[config.mk]
export PLATFORM = sky130hd
export DESIGN_NAME = minterm_scanner
export DESIGN_NICKNAME = d
export VERILOG_FILES = /design/src/rtl/minterm_scanner.sv
export SDC_FILE = /design/constraint.sdc
export NUM_CORES = 1
export LEC_CHECK = 0
export BUFFER_PORTS_ARGS = -buffer_cell sky130_fd_sc_hd__buf_2
export CAP_MARGIN = 20
export CELL_PAD_IN_SITES_DETAIL_PLACEMENT = 2
export CELL_PAD_IN_SITES_GLOBAL_PLACEMENT = 2
export CORE_ASPECT_RATIO = 1.4
export CORE_MARGIN = 8
export CORE_UTILIZATION = 36
export DETAILED_ROUTE_END_ITERATION = 12
export HOLD_SLACK_MARGIN = 0.15
export PLACE_DENSITY_LB_ADDON = 0.12
export SLEW_MARGIN = 25
export SYNTH_ARGS = -nofsm -noshare
export SYNTH_HDL_FRONTEND = slang
export SYNTH_SLANG_ARGS = --single-unit
[constraint.sdc]
create_clock -name clk -period 5.75 [get_ports clk]
set_clock_uncertainty 0.05 [all_clocks]
set_input_delay 1.15 -clock clk [delete_from_list [all_inputs] [get_ports clk]]
set_output_delay 1.15 -clock clk [all_outputs]
set_load 0.03 [all_outputs]
[src/rtl/minterm_scanner.sv]
// Truth-table reader for 4-input single-output minterm blocks. It sweeps
// inputs 0..15, builds a mask and popcount, then streams the set indices.
module minterm_scanner #(
    parameter int unsigned SETTLE = 1
) (
    input  logic        clk,
    input  logic        rst_n,
    input  logic        start,
    input  logic        scan_en,
    output logic [3:0]  i_out,
    output logic        en_out,
    input  logic        y_in,
    output logic        busy,
    output logic        done,
    output logic [15:0] mask,
    output logic [4:0]  count,
    output logic        mt_valid,
    output logic [3:0]  mt_index,
    input  logic        mt_ready
);

    typedef enum logic [1:0] {
        IDLE = 2'd0,
        SCAN = 2'd1,
        EMIT = 2'd2,
        FIN  = 2'd3
    } state_t;

    localparam logic [2:0] SETTLE_W = 3'(SETTLE);

    state_t      state_r, state_s;
    logic [3:0]  ptr_r, ptr_s;
    logic [2:0]  wait_r, wait_s;
    logic [15:0] mask_s;
    logic [4:0]  count_s;
    logic        mt_valid_s;

    // Next-state, pointer, settle-window and result computation
    always_comb begin
        state_s = state_r;
        ptr_s   = ptr_r;
        wait_s  = wait_r;
        mask_s  = mask;
        count_s = count;
        case (state_r)
            IDLE: begin
                if (start) begin
                    state_s = SCAN;
                    ptr_s   = 4'd0;
                    wait_s  = 3'd0;
                    mask_s  = 16'd0;
                    count_s = 5'd0;
                end else begin
                    state_s = IDLE;
                end
            end
            SCAN: begin
                // Sample on the last cycle of the window; pointer wraps 15 -> 0
                if (wait_r == SETTLE_W) begin
                    mask_s[ptr_r] = y_in;
                    if (y_in) begin
                        count_s = count + 5'd1;
                    end else begin
                        count_s = count;
                    end
                    wait_s = 3'd0;
                    ptr_s  = ptr_r + 4'd1;
                    if (ptr_r == 4'd15) begin
                        state_s = EMIT;
                    end else begin
                        state_s = SCAN;
                    end
                end else begin
                    wait_s = wait_r + 3'd1;
                end
            end
            EMIT: begin
                if (!mask[ptr_r] || mt_ready) begin
                    ptr_s = ptr_r + 4'd1;
                    if (ptr_r == 4'd15) begin
                        state_s = FIN;
                    end else begin
                        state_s = EMIT;
                    end
                end else begin
                    ptr_s = ptr_r;
                end
            end
            FIN: begin
                state_s = IDLE;
            end
            default: begin
                state_s = IDLE;
            end
        endcase
        mt_valid_s = (state_s == EMIT) && mask_s[ptr_s];
    end

    // State, datapath and registered output update
    always_ff @(posedge clk) begin
        if (!rst_n) begin
            state_r  <= IDLE;
            ptr_r    <= 4'd0;
            wait_r   <= 3'd0;
            mask     <= 16'd0;
            count    <= 5'd0;
            i_out    <= 4'd0;
            en_out   <= 1'b0;
            busy     <= 1'b0;
            done     <= 1'b0;
            mt_valid <= 1'b0;
            mt_index <= 4'd0;
        end else begin
            state_r  <= state_s;
            ptr_r    <= ptr_s;
            wait_r   <= wait_s;
            mask     <= mask_s;
            count    <= count_s;
            i_out    <= (state_s == SCAN) ? ptr_s : 4'd0;
            en_out   <= (state_s == SCAN) ? scan_en : 1'b0;
            busy     <= (state_s == SCAN) || (state_s == EMIT);
            done     <= (state_s == FIN);
            mt_valid <= mt_valid_s;
            mt_index <= mt_valid_s ? ptr_s : 4'd0;
        end
    end

endmodule

* Yosys cells after proc, flatten, opt, wreduce, memory -nomap -nowiden *
Cells that the tools add are included.

word-level totals
  bits in registers = 42
  bits of input ports = 6
  output and inout bits = 33
  word-level logic and storage cells = 66

cells by class
  add/subtract/negate cells = 3
  order comparisons = 3
  equal/unequal tests = 11
  muxes and demuxes = 27
  reductions and logical operators = 11

operators with widths
  operator                                                                       count
  16-bit two-way mux                                                             2
  16-bit case mux with 2 select lines                                            1
  16-bit bitwise mux                                                             1
  5-bit two-way mux                                                              3
  4-bit two-way mux                                                              3
  4-bit case mux with 3 select lines                                             1
  4-bit by 5-bit less-than comparator with 1-bit output (second input constant)  2
  5-bit case mux with 2 select lines                                             1
  1-bit binary-select mux with 4-bit select                                      2
  2-bit equality test (second input constant)                                    4
  2-bit case mux with 4 select lines                                             1
  2-bit two-way mux                                                              3
  3-bit two-way mux                                                              2
  2-bit inequality test (second input constant)                                  3
  3-bit case mux with 2 select lines                                             1
  2-bit AND reduction                                                            3
  5-bit by 1-bit adder with 5-bit output (second input constant)                 1
  1-bit two-way mux                                                              5
  4-bit by 1-bit adder with 4-bit output (second input constant)                 1
  1-bit demux with 4-bit select                                                  1
  2-bit by 1-bit equality test with 1-bit output (second input constant)         2
  4-bit equality test (second input constant)                                    1
  4-bit by 1-bit >= comparator with 1-bit output (second input constant)         1
  4-bit AND reduction                                                            1
  7 further kinds                                                                9

* Depth between registers and ports, before layout *
  depth after elaboration = 11
  gate-level depth with buffers = 12

* Least setup slack after synthesis *
No wires, ideal clock.

  kind = input-to-reg
  start = input mt_ready
  end = register mt_index[0]
  library setup time = 133 ps
  data arrival time = 2725 ps
  setup slack = 2843 ps
  stages = 9
  buffers on the path = 1
  cell sequence = nor2b_1 > o2111ai_4 > nand2_4 > mux2i_2 > buf_6 > mux2i_1 > mux2i_1 > mux2i_1 > o22ai_1

on the way
  word-level cells in the longest chain between the ends = 7
  elaborated cells between the ends (all ways) = 10

ends and longest elaborated chain
  what                                       line  RTL
  start, declared                            19    input logic mt_ready
  1-bit logical OR (*)                       78    if (!mask[ptr_r] || mt_ready) begin
  4-bit two-way mux                          78
  4-bit case mux with 3 select lines         45    case (state_r)
  1-bit binary-select mux with 4-bit select  96    mt_valid_s = (state_s == EMIT) && mask_s[ptr_s];
  1-bit two-way mux (not written as such)    96
  1-bit logical AND                          96
  2-bit AND reduction (no source line)       -
  end signal, assigned                       124   mt_index <= mt_valid_s ? ptr_s : 4'd0;
  end, declared                              18    output logic [3:0] mt_index,

Every way passes the cells marked *; elsewhere a longest branch is shown, timed or not. The select of a mux whose other input is x is not followed.
A chain may end at the register's enable or synchronous reset.

* Worst setup path in the final report *
  start = register ptr_r[1]
  end = register mt_index[1]

on the way
  elaborated cells between the ends (all ways) = 28

RTL lines
  what                                       line  RTL
  start, declared                            32    logic [3:0] ptr_r, ptr_s;
  start signal, assigned                     115   ptr_r <= ptr_s;
  1-bit binary-select mux with 4-bit select  78
  1-bit two-way mux (not written as such)    78
  1-bit zero test                            78
  1-bit logical OR                           78
  2-bit two-way mux                          78
  2-bit case mux with 4 select lines (*)     45
  net state_s[0]                             31    state_t state_r, state_s;
  2-bit equality test (*)                    96
  1-bit logical AND (*)                      96
  2-bit AND reduction (no source line) (*)   -

The timed path passes the listed nets; every way through them passes the cells marked *. The select of a mux whose other input is x is not followed.

==> metrics.cfg <==
[cts]
cts.sink_count=42
clk_latency_ns=0.30
post_cts.repair.setup_buffers=0
cts_tree=yes
cts-hold-fix-buffers=0
cts_root_buffer=clkbuf_8
htree_levels=2
cts_inserted_buffers=5
cts_resized=0
cts.reportedPaths.clkPinSlew_ns=0.09
cts_buffer_depth=2

[timing]
setup_viol=0
timing.slew.headroom=0.331
tns_ns=0
worst_slew_pin_slew_ns=0.991
drv_slew=0
max_freq_ghz=0.272
min_period_ns=3.68
fin_crit_sh=0.640
hold_viol=0
rsz0062_at_grt=no

[detailed_routing]
drtAntennaViolNets=0
post_drt_wl_per_cell_microns=20.5
drtIter0Drc=70
drt_pass1_iterations=4
vias=2157
route.detailed.drc=0
vias_per_cell=5.69
drt-total-wl_mm=7.75

[global_route]
grt_use_met3=0.0329
grt_max_degree=33
grt_util_met2=0.313
grt_util_met1=0.177
grt_use_total=0.166
grt-ovfl-total=0
top_usage_layer=met2
antenna_found_initial=0
grt_pass1_vias=2324
grt_first_pass_wirelength_mm=12.5

[floorplan]
die_y_microns=112
ios=39
start_util=0.365
dieArea_sq_um=9400
fp.dieW_microns=84.3
core_sq_um=6440
row_count=35

[synth]
synthSimpleGateAreaFrac=0.235
yosys.area_share.adder=0.0426
synth_fp_nets=286
ys_async_sr_fraction=0
synthDistinctLibCells=46
synth_compound_area_frac=0.200
synth_seq_area_share=0.358
ys_seq_elements=42
synthMuxAreaShare=0.102
ys.flop_type=dfxtp_1
syn_area_per_cell_sq_um=8.63
synth_edf_count=0
netlist_area_sq_um=2350
synth-xor-area-share=0.0186
synth_top_family_by_area=simple AND/OR/NAND/NOR gates
postSynthCellCount=272
ys_warn_count=0

[placement]
post_dp_cell_area_sq_um=2570
place.port_buffers=38
dp_hpwl_mm=5.94
place_congestion=0.857

[power_and_ir_drop]
vdd_ir_drop_max_v=0.0000878
power.leakage_nw=1.13
power_density_nw_per_um2=208

[worst_setup_path]
r2r-start=ptr_r[1]
critPathLaunchType=flop
worstSetupEndpointType=flop
worst-endpoint-required_ns=5.86
startpoint=ptr_r[1]
arrival_ns=3.79
crit_type=reg -> reg
critPathMaxFanout=13
rrSetupSlack_ns=2.07

[run]
drv_cap=0

[final_layout]
nNetsFinal=318
diodes=0
syn2layout_area_growth_pct=13.3
final_layout_size_suffix_gt1_frac=0.190
stdcell_area_sq_um=2660

[min_path]
hp-start=count[4]
hp-class=reg -> reg

[outcome]
status=completed

[critical path, stage by stage (launching register included)]
cell and delay, ns:
dfxtp_1 0.77, mux4_2 0.60, o2111ai_2 0.29, nand2_4 0.12
o41ai_1 0.88, inv_1 0.13, ha_1 0.23, nand2_1 0.16
inv_1 0.10, nand4b_1 0.12, o41ai_2 0.08
[cell usage after synthesis (5+ instances only)]
cell | n | share of area
dfxtp_1 | 42 | 0.36
o21ai_0 | 21 | 0.045
clkbuf_1 | 10 | 0.016
nand2_1 | 30 | 0.048
inv_1 | 9 | 0.014
a21oi_1 | 5 | 0.011
ha_1 | 8 | 0.043
and2_1 | 20 | 0.053
nand3_1 | 9 | 0.019
nor2b_1 | 11 | 0.029
o211ai_1 | 15 | 0.048
nor2_1 | 21 | 0.034
mux2i_1 | 18 | 0.077
[final cells by class]
cell class / instances / area [sq um]
Clock buffer: 5 / 68.8
Clock inverter: 3 / 23.8
Fill cell: 756 / 3780
Inverter: 9 / 33.8
Multi-Input combinational cell: 207 / 1400
Sequential cell: 42 / 841
Tap cell: 74 / 92.6
Timing Repair Buffer: 39 / 198
[sequential cells by signal, summed over array words and instances (netlist names)]
signal    flops
done          1
i_out         4
mt_index      4
busy          1
mt_valid      1
mask         16
ptr_r         4
wait_r        3
count         5
en_out        1
state_r       2
[routing by layer]
layer | routed length [microns] | share of wire
met2 | 4250 | 0.55
met5 | 0 | 0
met3 | 303 | 0.039
met1 | 3070 | 0.40
met4 | 131 | 0.017
[metrics by stage]
stage	total power, mW	setup WS (ns)	instances	hold slack [ns]	utilization
final	0.554	2.07	379	0.466	0.413
after global routing	0.574	1.87	379	0.517	0.413
after CTS	0.561	2.11	379	0.477	0.413
after detailed placement	0.358	2.02	371	0.448	0.399
after global placement	0.357	2.09	371	0.443	0.399
after floorplan	0.342	2.84	272	0.415	-
[cells by family (layout without fill, tap and decap cells)]
| group | after synthesis | in the layout |
|---|---|---|
| compound gates | 65 | 65 |
| xor+xnor | 5 | 5 |
| fa+ha+maj | 8 | 8 |
| buf+inv | 23 | 56 |
| flops | 42 | 42 |
| mux | 21 | 21 |
| simple gates | 108 | 108 |
[report_power, final]
part	internal (mW)	switching [mW]
registers	0.294	0.00597
clock network	0.0870	0.116
logic	0.0163	0.0349
[placed cells by master (no fill, tap or decap), types with 8 or more instances in the layout]
cell type and n:
dfxtp_1 42, buf_2 38, nand2_1 30, nor2_1 21, o21ai_0 21, and2_1 20, mux2i_1 18, o211ai_1 15
nor2b_1 11, inv_1 9, nand3_1 9, ha_1 8
[final timing paths]
kind,to,cells after the start
max,mt_index[1],10
min,count[4],2
max reg2reg,mt_index[1],10
min reg2reg,count[4],2
Note: power is estimated with default switching activity, not from simulation.
